[config.mk]
export PLATFORM = sky130hd
export DESIGN_NAME = gamepad_input_decoder_flat
export DESIGN_NICKNAME = d
export VERILOG_FILES = /design/src/rtl/gamepad_input_decoder_if.sv /design/src/rtl/gamepad_input_decoder.sv /design/src/flat_wrapper.sv
export SDC_FILE = /design/constraint.sdc
export NUM_CORES = 1
export LEC_CHECK = 0
export ABC_AREA = 1
export ABC_CLOCK_PERIOD_IN_PS = 3300
export BUFFER_PORTS_ARGS = -buffer_cell sky130_fd_sc_hd__buf_2
export CORE_MARGIN = 5
export CORE_UTILIZATION = 61
export CTS_CLUSTER_SIZE = 28
export DETAILED_ROUTE_END_ITERATION = 10
export PLACE_DENSITY = 0.9
export SETUP_SLACK_MARGIN = 0.15
export SYNTH_ARGS = -nofsm -noshare
export SYNTH_HDL_FRONTEND = slang
export SYNTH_SLANG_ARGS = --single-unit
[constraint.sdc]
create_clock -name clk -period 3.3 [get_ports clk]
set_clock_uncertainty 0.1 [all_clocks]
set_input_delay 0.33 -clock clk [delete_from_list [all_inputs] [get_ports clk]]
set_output_delay 0.33 -clock clk [all_outputs]
set_load 0.1 [all_outputs]
[src/rtl/gamepad_input_decoder_if.sv]
// Pad-side and player-side signals of one gamepad decoder.
//   pad_data     : serial pad data, active-low (0 = pressed)
//   pad_latch    : latch strobe to the pad, active-high
//   pad_clk      : shift clock to the pad, idles high
//   input_data   : [9:5] press events, [4:0] release events {attack,right,left,down,up}
//   buttons_held : current per-poll action state, same bit order
//   data_valid   : one-cycle pulse per completed poll
// master = decoder side, slave = pad/player side.
interface gamepad_input_decoder_if;
    logic       pad_data;
    logic       pad_latch;
    logic       pad_clk;
    logic [9:0] input_data;
    logic [4:0] buttons_held;
    logic       data_valid;

    modport master (
        input  pad_data,
        output pad_latch, pad_clk, input_data, buttons_held, data_valid
    );

    modport slave (
        output pad_data,
        input  pad_latch, pad_clk, input_data, buttons_held, data_valid
    );
endinterface

[src/rtl/gamepad_input_decoder.sv]
// SNES-compatible gamepad poller and action decoder.
// Every POLL_PERIOD cycles it latches the pad, clocks in 16 bits, maps them
// to {attack,right,left,down,up} and emits a registered press/release word.
//   clk   : system clock
//   reset : asynchronous, active-high
//   bus   : gamepad_input_decoder_if.master (pad pins + event outputs)
module gamepad_input_decoder #(
    parameter int CLK_DIV     = 150,
    parameter int POLL_PERIOD = 416667
) (
    input  logic clk,
    input  logic reset,
    gamepad_input_decoder_if.master bus
);
    localparam int DIV_W  = (CLK_DIV > 1) ? $clog2(CLK_DIV) : 1;
    localparam int POLL_W = (POLL_PERIOD > 1) ? $clog2(POLL_PERIOD) : 1;

    typedef enum logic [2:0] {IDLE, LATCH, SHIFT_HI, SHIFT_LO, UPDATE} state_t;

    state_t              state, next_state;
    logic [DIV_W-1:0]    div_cnt;
    logic [POLL_W-1:0]   poll_cnt;
    logic                lat_tick;     // which of the two latch ticks we are in
    logic [3:0]          bit_idx;
    logic [15:0]         shreg;
    logic [1:0]          sync;
    logic [9:0]          input_data_q;
    logic [4:0]          held_q;
    logic                valid_q;
    logic                tick, poll_start, enter_latch;
    logic                pad_latch_c, pad_clk_c;
    logic [15:0]         pressed;
    logic                frame_ok;
    logic [4:0]          new_btn;

    assign tick        = (div_cnt == DIV_W'(CLK_DIV - 1));
    assign poll_start  = (poll_cnt == POLL_W'(POLL_PERIOD - 1));
    assign enter_latch = (state == IDLE) && (next_state == LATCH);

    // Pad data is asynchronous; sync flops park at "released".
    always_ff @(posedge clk or posedge reset) begin
        if (reset) sync <= 2'b11;
        else       sync <= {sync[0], bus.pad_data};
    end

    always_ff @(posedge clk or posedge reset) begin
        if (reset) state <= IDLE;
        else       state <= next_state;
    end

    always_comb begin
        next_state  = state;
        pad_latch_c = 1'b0;
        pad_clk_c   = 1'b1;
        case (state)
            IDLE:     if (poll_start) next_state = LATCH;
            LATCH: begin
                pad_latch_c = 1'b1;
                if (tick && lat_tick) next_state = SHIFT_HI;
            end
            SHIFT_HI: if (tick) next_state = SHIFT_LO;
            SHIFT_LO: begin
                pad_clk_c = 1'b0;
                if (tick) next_state = (bit_idx == 4'd15) ? UPDATE : SHIFT_HI;
            end
            UPDATE:   next_state = IDLE;
            default:  next_state = IDLE;
        endcase
    end

    // Timing counters and the bit shifter.
    always_ff @(posedge clk or posedge reset) begin
        if (reset) begin
            poll_cnt <= '0;
            div_cnt  <= '0;
            lat_tick <= 1'b0;
            bit_idx  <= 4'd0;
            shreg    <= 16'h0000;
        end else begin
            poll_cnt <= poll_start ? '0 : poll_cnt + 1'b1;
            // Divider restarts on latch entry so every phase is a full tick.
            if (enter_latch || tick) div_cnt <= '0;
            else                     div_cnt <= div_cnt + 1'b1;
            if (enter_latch) begin
                lat_tick <= 1'b0;
                bit_idx  <= 4'd0;
            end else begin
                if (state == LATCH && tick)    lat_tick <= ~lat_tick;
                if (state == SHIFT_LO && tick) bit_idx  <= bit_idx + 4'd1;
            end
            // Sample at the end of the high phase, well after the pad's
            // rising-edge update has passed through the synchronizer.
            if (state == SHIFT_HI && tick) shreg[bit_idx] <= sync[1];
        end
    end

    // Active-low pad bits; a missing or faulty pad fails the signature.
    assign pressed  = ~shreg;
    assign frame_ok = &shreg[15:12];
    assign new_btn  = frame_ok ? {pressed[8] | pressed[0], pressed[7], pressed[6],
                                  pressed[5], pressed[4]} : 5'b00000;

    // Select, Start, X, Y, L, R carry no action.
    logic unused_pad_bits;
    assign unused_pad_bits = ^{shreg[11:9], shreg[3:1]};

    always_ff @(posedge clk or posedge reset) begin
        if (reset) begin
            input_data_q <= 10'd0;
            held_q       <= 5'd0;
            valid_q      <= 1'b0;
        end else begin
            input_data_q <= 10'd0;
            valid_q      <= 1'b0;
            if (state == UPDATE) begin
                input_data_q <= {new_btn & ~held_q, ~new_btn & held_q};
                held_q       <= new_btn;
                valid_q      <= 1'b1;
            end
        end
    end

    assign bus.pad_latch    = pad_latch_c;
    assign bus.pad_clk      = pad_clk_c;
    assign bus.input_data   = input_data_q;
    assign bus.buttons_held = held_q;
    assign bus.data_valid   = valid_q;
endmodule
[src/flat_wrapper.sv]
// flat-port wrapper written by rule: the top's interface ports become plain ports
module gamepad_input_decoder_flat 
#(
    parameter int CLK_DIV     = 150,
    parameter int POLL_PERIOD = 416667
)
  (clk, reset, bus_pad_data, bus_pad_latch, bus_pad_clk, bus_input_data, bus_buttons_held, bus_data_valid);
  gamepad_input_decoder_if bus_i ();
  input  logic clk;
  input  logic reset;
  input wire logic [$bits(bus_i.pad_data)-1:0] bus_pad_data;
  output wire logic [$bits(bus_i.pad_latch)-1:0] bus_pad_latch;
  output wire logic [$bits(bus_i.pad_clk)-1:0] bus_pad_clk;
  output wire logic [$bits(bus_i.input_data)-1:0] bus_input_data;
  output wire logic [$bits(bus_i.buttons_held)-1:0] bus_buttons_held;
  output wire logic [$bits(bus_i.data_valid)-1:0] bus_data_valid;
  assign bus_i.pad_data = bus_pad_data;
  assign bus_pad_latch = bus_i.pad_latch;
  assign bus_pad_clk = bus_i.pad_clk;
  assign bus_input_data = bus_i.input_data;
  assign bus_buttons_held = bus_i.buttons_held;
  assign bus_data_valid = bus_i.data_valid;
  gamepad_input_decoder #(.CLK_DIV(CLK_DIV), .POLL_PERIOD(POLL_PERIOD)) u_core (.clk(clk), .reset(reset), .bus(bus_i));
endmodule
After elaboration in Yosys (flattened, before gate mapping)
Index checks and enable logic that the tools add are counted.
{"block": "op_classes", "order_cmp": 2, "reduce_logical": 11, "mux": 20, "addsub": 3, "n_eq_ne": 8, "n_bitwise": 7}
{"operator": "19-bit by 1-bit adder with 19-bit output (second input constant)", "n": 1}
{"operator": "19-bit == test (second input constant)", "n": 1}
{"operator": "19-bit 2-to-1 mux", "n": 1}
{"operator": "16-bit bitwise mux", "n": 1}
{"operator": "3-bit 2-to-1 mux", "n": 5}
{"operator": "3-bit one-hot mux with 4 select lines", "n": 1}
{"operator": "5-bit bitwise AND", "n": 2}
{"operator": "10-bit 2-to-1 mux", "n": 1}
{"operator": "5-bit inverter", "n": 2}
{"operator": "9-bit inverter", "n": 1}
{"operator": "8-bit by 1-bit adder with 8-bit output (second input constant)", "n": 1}
{"operator": "8-bit == test (second input constant)", "n": 1}
{"operator": "4-bit 2-to-1 mux", "n": 2}
{"operator": "8-bit 2-to-1 mux", "n": 1}
{"operator": "3-bit by 1-bit == test with 1-bit output (second input constant)", "n": 2}
{"operator": "3-bit by 2-bit == test with 1-bit output (second input constant)", "n": 2}
{"operator": "1-bit logical AND", "n": 6}
{"operator": "1-bit 2-to-1 mux", "n": 6}
{"operator": "4-bit by 5-bit < comparator with 1-bit output (second input constant)", "n": 1}
{"operator": "5-bit 2-to-1 mux", "n": 1}
{"operator": "4-bit by 1-bit adder with 4-bit output (second input constant)", "n": 1}
{"operator": "1-bit demux with 4-bit select", "n": 1}
{"operator": "4-bit == test (second input constant)", "n": 1}
{"operator": "4-bit by 1-bit >= comparator with 1-bit output (second input constant)", "n": 1}
{"operator": "7 further kinds", "n": 8}
{"block": "word_totals", "regBits": 69, "output_inout_bits": 18, "input_bits": 3}

Depth between registers and ports, before layout
Gate-level depths: netlist (run 1).
{"block": "logic_depth", "ltp_word": 8, "depth_mapped": 10}

Worst setup path before layout (run 1)
OpenSTA, ideal clock, no wires.
{"block": "synth_path", "path_kind": "register to register", "from": "register u_core.state[2]", "to": "register u_core.lat_tick", "required_time_ps": 3083, "slack_ps": 864, "synth_period_minus_slack_ps": 2436, "path_stages_with_launch": 7, "arrival_ps": 2219, "path_buffers": 0, "path_cell_list": "dfrtp_1 inv_1 nand2_1 nor2_1 nand3_1 nand2_1 nor2_1"}
{"block": "synth_between", "elab_chain_len": 5, "elab_cells_between_ends": 14}
{"element": "start: declaration", "line_no": "gamepad_input_decoder.sv:20", "rtl": "state_t state, next_state;"}
{"element": "start signal: assignment", "line_no": "gamepad_input_decoder.sv:48", "rtl": "else state <= next_state;"}
{"element": "3-bit by 2-bit == test with 1-bit output, or another cell as far along", "line_no": "gamepad_input_decoder.sv:55", "rtl": "case (state)"}
{"element": "3-bit one-hot mux with 4 select lines", "line_no": "gamepad_input_decoder.sv:55"}
{"element": "3-bit by 1-bit == test with 1-bit output", "line_no": "gamepad_input_decoder.sv:38", "rtl": "assign enter_latch = (state == IDLE) && (next_state == LATCH);"}
{"element": "1-bit logical AND", "line_no": "gamepad_input_decoder.sv:38"}
{"element": "1-bit 2-to-1 mux or 2-bit nonzero test (tied branches)"}
{"element": "end signal: assignment", "line_no": "gamepad_input_decoder.sv:88", "rtl": "if (state == LATCH && tick) lat_tick <= ~lat_tick;"}
{"element": "end: declaration", "line_no": "gamepad_input_decoder.sv:23", "rtl": "logic lat_tick;"}
Parallel ways exist; a longest one is shown, timed or not.
A chain may end at the register's enable or synchronous reset.

Final worst setup path (run 1)
{"block": "layout_path", "from": "register u_core.state[2]", "to": "output port bus_pad_latch"}
{"block": "layout_between", "elab_chain_len": 2}
{"element": "3-bit by 1-bit == test with 1-bit output", "line_no": "gamepad_input_decoder.sv:55"}
{"element": "1-bit 2-to-1 mux", "line_no": "gamepad_input_decoder.sv:55"}
{"element": "end: declaration", "line_no": "flat_wrapper.sv:12", "rtl": "output wire logic [$bits(bus_i.pad_latch)-1:0] bus_pad_latch;"}
No other way between the ends.

==> key figures, run 1 <==
Route
  – Drt initial violations: ~280
  – Via/cell ratio: 5.51
  – DRC: 0
  – Vias: 2628
  – First-pass DRT Iterations: 5
  – Drt total wl: 6470 um
  – DRT antenna net count: 0
  – Routed length per placed instance: 13.6 um

Yosys
  – Synth cell types: 31
  – Flip-flop and latch count after synthesis: 63
  – Share of the yosys chip area belonging to registers: roughly 50%
  – Synth top area cells: dfrtp_1 49%, nand2_1 11%, nor2_1 7.3%, nand3_1 6.0%, inv_1 5.0%
  – Syn_nets: 382
  – Cell count after synthesis: 371
  – Area leader, netlist: dfrtp_1
  – Synth Area per Inst: 8.34 um^2
  – Mapped cell area: 0.00310 mm^2
  – Yosys warning count: 0
  – Yosys top cell area share: 49.3%

Power
  – Leakage: 1.76 nW
  – VDD IR max: between 0.0004 and 0.0005 V
  – Power density over the cells: between 400 and 500 mW/mm^2

Clock network
  – Number of gates resized after cts: 0
  – TritonCTS Buffers: 9
  – H-tree levels: 3
  – Hold_buf cts: 2
  – Root buf cell: clkbuf_8
  – TritonCTS clock tree: done
  – Post-CTS Setup Inserts: 0
  – Maximum root-to-sink buffer count: 2
  – Reg clk slew, reported paths: 0.08 ns
  – CTS Sinks: 63
  – Clk_lat worst skew: 0.35 ns

Cells and area
  – Most frequent cells in the layout: 87 x nand2_1, 61 x dfrtp_1, 60 x nor2_1, 40 x inv_1, 37 x nand3_1
  – P&R area growth vs syn: 13.6%
  – Finished Layout Cells: 477
  – ANT cells: 0
  – Layout cells sized above 1: between 10% and 20%
  – Layout Utilization: 70.2%
  – Layout filler cell count: between 300 and 400
  – Most common cell after layout, fill and taps aside: nand2_1
  – Final net count: between 400 and 500

Critical path
  – Req. time, crit path: 2.87 ns
  – CP arrival: 1.56 ns
  – Critical register-to-register path startpoint: u_core.poll_cnt[0]
  – Reg2reg path depth: 7
  – Critical path type: reg -> out
  – CP endpoint kind: output port
  – Worst path slowest cell: buf_2
  – Crit Reg-Reg Endpoint: u_core.poll_cnt[11]
  – Setup crit start kind: flop
  – Worst path bufs/invs: 2
  – Worst-path maximum fanout: 4
  – CP delay by family, top: buffers and inverters
  – CP max stage delay: 0.46 ns
  – Reg2reg setup slack: 1.49 ns
  – Critical path, cell by cell: inv_1 > nand2_1 > nor2_1 > buf_2

Floorplan
  – Io pins: 21
  – Die span in y: between 80 and 90 um
  – # rows: 26
  – Initial Utilization: 61.8%
  – Die area: 0.00660 mm^2
  – Placeable core area: ~0.0050 mm^2
  – Die X: 81.2 um

STA
  – Total negative setup slack: 0 ns
  – Max-slew violation count: 0
  – Fin Hold WS: roughly 0.26 ns
  – Setup violators final: 0
  – Unrepaired setup endpoints after global routing: no
  – Least-Margin Pin Slew: 0.658 ns
  – Max Fclk: between 500 and 600 MHz
  – Setup ws final: 1.31 ns
  – Crit path time final: 1.99 ns
  – Final Hold Vio Count: 0
  – Final period utilization: 60.2%
  – Worst slew margin: 56.0%

GRT
  – Largest net degree at the start of global routing: 39
  – Vias in the first global route: 2564
  – Gr ovfl total: 0
  – GR Util All Layers: 22.6%
  – First-pass GRT wire length: 11400 um
  – Antenna violations before repair: 0

Hold path
  – Hold Path Origin: u_core.sync[0]
  – Worst hold path class: reg -> reg
  – Hold Path Sink: u_core.sync[1]
  – Worst Hold Path Cells: 0

Placement
  – IO buf count: 20
  – Routability Congestion: approximately 0.95
  – Detailed Place HPWL: between 4000 and 5000 um
  – Dpl cells: 459
  – Worst slack at placement: 1.46 ns

Run
  – Max Cap Viol: 0

Run status
  – Outcome: complete, no violations
[how the worst max path moves through the flow]
stage / from / endpoint / cells after the start
after floorplan: u_core.state[2] / u_core.lat_tick / 6
final: u_core.state[2] / bus_pad_latch / 4
after detailed placement: u_core.poll_cnt[0] / u_core.poll_cnt[17] / 7
after CTS: u_core.state[2] / bus_pad_latch / 4
after global routing: u_core.state[2] / bus_pad_latch / 4
after global placement: u_core.poll_cnt[0] / u_core.poll_cnt[11] / 7
[per-layer routing]
metal  part of all wire, %  vias to the layer above  routed length (um)  track usage [%]
li1                      -                     1244                   -                -
met1                    43                     1235                2750             27.4
met2                    48                      131                3120             37.8
met3                   6.7                       18                 433             5.21
met4                   2.4                        0                 157             11.1
met5                     0                        -                   0                0
[sequential cells by signal, summed over array words and instances, names as in the netlist]
| register | count |
|---|---|
| u_core.poll_cnt | 19 |
| u_core.bus.input_data | 10 |
| u_core.shreg | 10 |
| u_core.div_cnt | 8 |
| u_core.bus.buttons_held | 5 |
| u_core.bit_idx | 4 |
| u_core.state | 3 |
| u_core.sync | 2 |
| u_core.bus.data_valid | 1 |
| u_core.lat_tick | 1 |
[synth_stat cells (all sizes together)]
master	n
nand2	91
nor2	65
dfrtp	61
inv	42
nand3	37
nand4	14
nor3	14
o21ai	12
xor2	12
ha	8
buf	3
xnor2	3
dfstp	2
o21bai	2
a21oi	1
and2	1
clkbuf	1
clkinv	1
nor3b	1
[cell families after synthesis]
group           count (synthesis)  synth area share [%]
compound gates                 15                  2.59
xor+xnor                       15                  4.24
fa+ha+maj                       8                  3.23
buf+inv                        47                  6.10
flops                          63                  51.0
simple gates                  223                  32.8
[where the power goes]
| part | leakage [nW] | switching, mW | internal, mW | total, mW |
|---|---|---|---|---|
| registers | 0.845 | 0.00184 | 0.774 | 0.776 |
| clock network | 0.111 | 0.332 | 0.434 | 0.766 |
| logic | 0.808 | 0.0151 | 0.00337 | 0.0185 |
[per-stage QoR]
step / total power [mW] / area [um^2]
after CTS: 1.57 / 3520
after detailed placement: 0.808 / 3270
after floorplan: 0.802 / 3100
final: 1.56 / 3520
after global routing: 1.62 / 3520
after global placement: 0.808 / 3270
[final cells by class]
class	count	area [um^2]	area share [%]
Tap cell	70	87.6	2.49
Inverter	43	161	4.59
Clock inverter	7	103	2.92
Sequential cell	63	1580	44.9
Timing Repair Buffer	24	135	3.84
Clock buffer	9	124	3.52
Multi-Input combinational cell	261	1330	37.7
[worst register-to-register path: cells and delay by family (launching register included)]
kind,cells,cell delay [ns]
flops,1,0.43
fa+ha+maj,1,0.17
buf+inv,1,0.10
simple gates,5,0.88
(Power assumes the default switching activity.)
==> inputs of run 2 (changes only) <==
--- a/config.mk
+++ b/config.mk
@@ -6,13 +6,13 @@
 export NUM_CORES = 1
 export LEC_CHECK = 0
 export ABC_AREA = 1
-export ABC_CLOCK_PERIOD_IN_PS = 3300
+export ABC_CLOCK_PERIOD_IN_PS = 1800
 export BUFFER_PORTS_ARGS = -buffer_cell sky130_fd_sc_hd__buf_2
 export CORE_MARGIN = 5
-export CORE_UTILIZATION = 61
+export CORE_UTILIZATION = 54
 export CTS_CLUSTER_SIZE = 28
 export DETAILED_ROUTE_END_ITERATION = 10
-export PLACE_DENSITY = 0.9
+export PLACE_DENSITY = 0.85
 export SETUP_SLACK_MARGIN = 0.15
 export SYNTH_ARGS = -nofsm -noshare
 export SYNTH_HDL_FRONTEND = slang
==> constraint.sdc (replaced) <==
create_clock -name clk -period 1.8 [get_ports clk]
set_clock_uncertainty 0.1 [all_clocks]
set_input_delay 0.18 -clock clk [delete_from_list [all_inputs] [get_ports clk]]
set_output_delay 0.18 -clock clk [all_outputs]
set_load 0.1 [all_outputs]
==> run 2 against run 1 <==
  * Utilization fell by 3.1 points
  * Hold slack barely moved
  * Total power rose by 70%
  * Via count rose by 1.7%
  * Non-clock buffer count rose by 9
  * Register-to-register slack got worse by 1.3 ns
  * Global-route usage fell by 3.8 points
  * Critical path depth fell by 2
  * Sequential share of layout area fell by 2.4 points
  * Setup slack got worse by 1.1 ns
  * Routed wire length rose by 6.5%
==> key figures, run 2 (synthesis gave the netlist of run 1 again) <==
Cells and area
  – Largest reg by FF count: u_core.poll_cnt
  – Layout cells sized above 1: 20.0%
  – Layout Utilization: 67.1%
  – Area occupied by multi-input gates: 0.00146 mm^2
  – Sequential Area: about 0.0016 mm^2
  – Layout filler cell count: 449
  – Final net count: 425
  – Most common cell after layout, fill and taps aside: nand2_1
  – ANT cells: 0
  – Most frequent cells in the layout: 86 x nand2_1, 59 x dfrtp_1, 55 x nor2_1, 37 x inv_1, 33 x nand3_1
  – Finished Layout Cells: between 400 and 500
  – P&R area growth vs syn: 20.1%
  – Max reg flops: 19

STA
  – Setup violators final: 0
  – Total negative setup slack: 0 ns
  – Max-slew violation count: 0
  – Final period utilization: between 90% and 100%
  – Least-Margin Pin Slew: 0.625 ns
  – Final Hold Vio Count: 0
  – Max Fclk: 616 MHz
  – Setup ws final: 0.176 ns
  – Unrepaired setup endpoints after global routing: yes
  – Worst slew margin: 58.2%
  – Crit path time final: 1.62 ns
  – Fin Hold WS: around 0.26 ns

Placement
  – Worst slack at placement: between 0.1 and 0.15 ns
  – Detailed Place HPWL: about 4500 um
  – Dpl cells: 464
  – IO buf count: 20
  – Routability Congestion: roughly 0.91

Route
  – Vias: 2672
  – DRT antenna net count: 0
  – Drt total wl: 6890 um
  – First-pass DRT Iterations: 4
  – DRC: 0
  – Via/cell ratio: roughly 5.4
  – Drt initial violations: 220
  – Routed length per placed instance: ~14 um

Floorplan
  – Die X: approximately 86 um
  – # rows: 27
  – Placeable core area: 0.00554 mm^2
  – Initial Utilization: 55.9%
  – Die span in y: 85.7 um
  – Io pins: 21
  – Die area: 0.00735 mm^2

Clock network
  – TritonCTS clock tree: done
  – Reg clk slew, reported paths: 0.07 ns
  – TritonCTS Buffers: 9
  – Clk_lat worst skew: around 0.35 ns
  – H-tree levels: 3
  – Root buf cell: clkbuf_8
  – Maximum root-to-sink buffer count: 2
  – CTS Sinks: 63

Critical path
  – CP max stage delay: 0.50 ns
  – Critical path type: reg -> out
  – Setup crit start kind: flop
  – Critical path, cell by cell: nand3_4 > buf_4
  – Reg2reg path depth: 6
  – Req. time, crit path: 1.52 ns
  – Reg2reg setup slack: 0.19 ns
  – Worst path bufs/invs: 1
  – Worst-path maximum fanout: 7
  – CP delay by family, top: flip-flops
  – Crit Reg-Reg Endpoint: u_core.shreg[0]
  – CP arrival: ~1.3 ns
  – Worst path slowest cell: dfrtp_1
  – CP endpoint kind: output port
  – Critical register-to-register path startpoint: u_core.state[0]

GRT
  – Met1 Usage GRT: 23.7%
  – First-pass GRT wire length: 10900 um
  – Antenna violations before repair: 0
  – GR Util All Layers: 18.8%
  – Most used routing layer: met2
  – Gr ovfl total: 0
  – Met2 GRT Util: between 20% and 30%
  – Vias in the first global route: 2478
  – Largest net degree at the start of global routing: 64
  – M3 GR Usage: 6.34%

Hold path
  – Hold Path Origin: u_core.sync[0]
  – Worst hold path class: reg -> reg
  – Hold Path Sink: u_core.sync[1]
  – Worst Hold Path Cells: 0

Power
  – VDD IR max: 0.000582 V
  – Leakage: 1.78 nW
  – Power density over the cells: 711 mW/mm^2

Run status
  – Outcome: complete, no violations

Run
  – Max Cap Viol: 0
run 2: changes by cell type in the layout (fill, tap and decap cells not counted), moves of 3 or more:
| cell | previous run | this run |
|---|---|---|
| inv_6 | 3 | 0 |
| nor2_2 | 2 | 5 |
| nor2_1 | 60 | 55 |
| nand3_1 | 37 | 33 |
| buf_4 | 2 | 11 |
| ha_1 | 8 | 5 |
| nand3_2 | 0 | 3 |
| nor2_4 | 2 | 7 |
| clkinv_2 | 0 | 3 |
| inv_1 | 40 | 37 |
run 2: how the worst max path moves through the flow:
stage	endpoint	slack (ns)	depth (start not counted)	from
6_report	bus_pad_clk	0.18	2	u_core.state[1]
5_1_grt	u_core.shreg[4]	0.10	6	u_core.state[0]
3_5_place_dp	u_core.div_cnt[6]	0.14	7	u_core.poll_cnt[0]
4_1_cts	bus_pad_latch	0.19	4	u_core.state[2]
2_1_floorplan	u_core.lat_tick	0.18	6	u_core.state[2]
3_3_place_gp	u_core.div_cnt[4]	0.21	7	u_core.poll_cnt[0]
run 2: layout make-up:
| cell class | count | area share (%) |
|---|---|---|
| Timing Repair Buffer | 33 | 6.26 |
| Sequential cell | 63 | 42.5 |
| Tap cell | 72 | 2.42 |
| Inverter | 43 | 4.44 |
| Clock inverter | 6 | 1.65 |
| Clock buffer | 10 | 3.43 |
| Multi-Input combinational cell | 264 | 39.3 |
run 2: power by group:
| part | switching (mW) | internal [mW] | leakage [nW] |
|---|---|---|---|
| logic | 0.0287 | 0.00964 | 0.839 |
| registers | 0.00346 | 1.42 | 0.843 |
| clock network | 0.551 | 0.633 | 0.0960 |
| total | 0.583 | 2.06 | 1.78 |
run 2: stage by stage:
stage	instance area [um^2]	total power, mW
6_report	3720	2.65
4_1_cts	3560	2.67
5_1_grt	3720	2.74
3_3_place_gp	3350	1.49
2_1_floorplan	3120	1.47
3_5_place_dp	3350	1.49
run 2: metal layers:
metal / routed length [um] / share of wire, %
met1: 2870 / 42
met2: 3420 / 50
met3: 492 / 7.1
met4: 104 / 1.5
met5: 0 / 0
run 2: repair_timing:
item                                    in CTS  in global routing
setup buffers                                0                  6
endpoints found under the setup margin      10                 30
pin swaps                                    0                  8
hold buffers                                 2                  0
hold endpoints to repair                    62                  0
gates cloned                                 0                  3
gates resized for setup                      3                 21
==> inputs of run 3 (changes only) <==
--- a/config.mk
+++ b/config.mk
@@ -6,13 +6,13 @@
 export NUM_CORES = 1
 export LEC_CHECK = 0
 export ABC_AREA = 1
-export ABC_CLOCK_PERIOD_IN_PS = 1800
+export ABC_CLOCK_PERIOD_IN_PS = 1500
 export BUFFER_PORTS_ARGS = -buffer_cell sky130_fd_sc_hd__buf_2
 export CORE_MARGIN = 5
-export CORE_UTILIZATION = 54
+export CORE_UTILIZATION = 60
 export CTS_CLUSTER_SIZE = 28
 export DETAILED_ROUTE_END_ITERATION = 10
-export PLACE_DENSITY = 0.85
+export PLACE_DENSITY = 0.89
 export SETUP_SLACK_MARGIN = 0.15
 export SYNTH_ARGS = -nofsm -noshare
 export SYNTH_HDL_FRONTEND = slang
==> constraint.sdc (replaced) <==
create_clock -name clk -period 1.5 [get_ports clk]
set_clock_uncertainty 0.1 [all_clocks]
set_input_delay 0.15 -clock clk [delete_from_list [all_inputs] [get_ports clk]]
set_output_delay 0.15 -clock clk [all_outputs]
set_load 0.1 [all_outputs]
==> run 3 against run 2 <==
  * The run now ends with setup timing left
  * Combinational power rose by 35%
  * Die area fell by 8.9%
  * Final area rose by 20%
  * Clock power is 10% higher
  * Critical path depth is 7 higher
  * First-iteration DRC count grew 44%
  * Total power grew 16%
  * Non-clock buffer count up 36
  * Count of clock-buffer cells in the layout stayed put
  * Utilization is 21 points higher
  * Hold slack better by 0.0024 ns
==> key figures, run 3 (synthesis gave the netlist of run 1 again) <==
Run status
  – Outcome: complete, but fails checks
  – Failing checks: setup timing

Critical path
  – CP arrival: 1.86 ns
  – Worst path slowest cell: dfrtp_1
  – Reg2reg setup slack: -0.22 ns
  – CP endpoint kind: flop
  – CP max stage delay: 0.39 ns
  – Reg2reg path depth: 9
  – Setup crit start kind: flop
  – Critical path type: reg -> reg
  – Critical register-to-register path startpoint: u_core.div_cnt[1]
  – Worst-path maximum fanout: 6
  – Req. time, crit path: 1.64 ns
  – Critical path, cell by cell: inv_1 > ha_2 > nand2_2 > nor2_4 > nand2_8 > nor2_8 > nand3_1 > nand2_1 > nand2_1
  – Crit Reg-Reg Endpoint: u_core.shreg[5]
  – Cell mode on critical path: nand2_1

Clock network
  – Clk_lat worst skew: about 0.35 ns
  – TritonCTS Buffers: 9
  – Reg clk slew, reported paths: about 0.070 ns
  – Maximum root-to-sink buffer count: 2
  – Root buf cell: clkbuf_8
  – CTS Sinks: 63
  – H-tree levels: 3
  – TritonCTS clock tree: done

Cells and area
  – Most frequent cells in the layout: 68 x nand2_1, 53 x dfrtp_1, 41 x buf_4, 33 x inv_1, 29 x nor2_1
  – Cell area after layout: 0.00447 mm^2
  – Final net count: between 400 and 500
  – Finished Layout Cells: approximately 530
  – P&R area growth vs syn: 44.3%
  – Layout cells sized above 1: a little over two fifths
  – Layout filler cell count: 229
  – Sequential Area: 0.00159 mm^2
  – Layout Utilization: 88.0%
  – Area occupied by multi-input gates: 0.00183 mm^2
  – Most common cell after layout, fill and taps aside: nand2_1
  – ANT cells: 0
  – Max reg flops: 19
  – Largest reg by FF count: u_core.poll_cnt

Route
  – Via/cell ratio: 6.10
  – Routed length per placed instance: 20.4 um
  – Drt total wl: between 10000 and 15000 um
  – Drt initial violations: between 300 and 400
  – Vias: 3200
  – First-pass DRT Iterations: 7
  – DRT antenna net count: 0
  – DRC: 0

Floorplan
  – Die span in y: 81.8 um
  – Initial Utilization: 61.0%
  – # rows: 26
  – Io pins: 21
  – Die area: 0.00670 mm^2
  – Placeable core area: 0.00507 mm^2
  – Die X: a little over 80 um

Hold path
  – Worst Hold Path Cells: 0
  – Worst hold path class: reg -> reg
  – Hold Path Sink: u_core.sync[1]
  – Hold Path Origin: u_core.sync[0]

Placement
  – Dpl cells: roughly 480
  – Routability Congestion: 0.887
  – Detailed Place HPWL: between 4000 and 5000 um
  – IO buf count: 20
  – Worst slack at placement: -0.0685 ns
  – Placed instance area: ~0.0036 mm^2

Power
  – P_int: 2.31 mW
  – Leakage: between 2 and 2.5 nW
  – Sw power: 0.748 mW
  – Clock share of power: 42.5%
  – Sw Share: 24.5%
  – Total power: 3.06 mW
  – Sequential Power Share: 55.8%
  – Power density over the cells: 685 mW/mm^2
  – VDD IR max: 0.000614 V
  – Logic pwr share: 1.7%

GRT
  – First-pass GRT wire length: 13800 um
  – Vias in the first global route: 2930
  – Gr ovfl total: 0
  – Largest net degree at the start of global routing: 27
  – Antenna violations before repair: 0
  – GR Util All Layers: around 28%

STA
  – Least-Margin Pin Slew: 0.497 ns
  – Max-slew violation count: 0
  – Fin Hold WS: around 0.26 ns
  – Worst slew margin: 66.8%
  – Unrepaired setup endpoints after global routing: yes
  – Setup ws final: -0.216 ns
  – Max Fclk: 583 MHz
  – Final Hold Vio Count: 0
  – Total negative setup slack: -3.76 ns
  – Final period utilization: 114%
  – Crit path time final: 1.72 ns
  – Setup violators final: 41

Run
  – Max Cap Viol: 0
## run 3: worst max-delay path, delay by kind of cell (launching register included)
family	cells	cell delay [ns]
fa+ha+maj	1	0.19
buf+inv	1	0.07
flops	1	0.39
simple gates	7	0.84
## run 3: what timing repair did
item,in CTS,in global routing
pin swaps,23,30
cloned,3,1
resized for setup,60,82
hold buffers,2,0
setup endpoints to repair,53,68
buffers inserted,9,13
hold endpoints to repair,21,0
## run 3: metal layers
layer	share of wire (%)	global-route usage [%]	wire length (um)
met1	35	32.1	3790
met2	50	48.1	5340
met3	7.7	7.68	821
met4	7.0	11.1	745
met5	0	0	0
## run 3: layout make-up
cell class              count  area share, %
inverters                  43           3.87
flip-flops and latches     63           35.6
clock buffers              10           2.86
repair buffers             69           13.9
multi-input cells         264           41.0
clock inverters             6          0.840
well taps                  70           1.96
## run 3: worst max path at each step
stage / from / endpoint / slack [ns] / cells after the start
4_1_cts: u_core.div_cnt[1] / u_core.shreg[0] / -0.03 / 9
3_3_place_gp: u_core.poll_cnt[1] / u_core.div_cnt[1] / 0.02 / 6
5_1_grt: u_core.div_cnt[1] / u_core.shreg[5] / -0.25 / 9
3_5_place_dp: u_core.poll_cnt[1] / u_core.div_cnt[1] / -0.07 / 6
6_report: u_core.div_cnt[1] / u_core.shreg[5] / -0.22 / 9
2_1_floorplan: u_core.state[2] / u_core.lat_tick / -0.06 / 6
## run 3: power groups by stage
stage / combinational [mW] / sequential, mW / clock [mW]
after global routing: 0.0603 / 1.71 / 1.38
after detailed placement: 0.0483 / 1.74 / 0
final: 0.0516 / 1.71 / 1.30
after global placement: 0.0467 / 1.74 / 0
after floorplan: 0.0290 / 1.74 / 0
after CTS: 0.0519 / 1.71 / 1.28
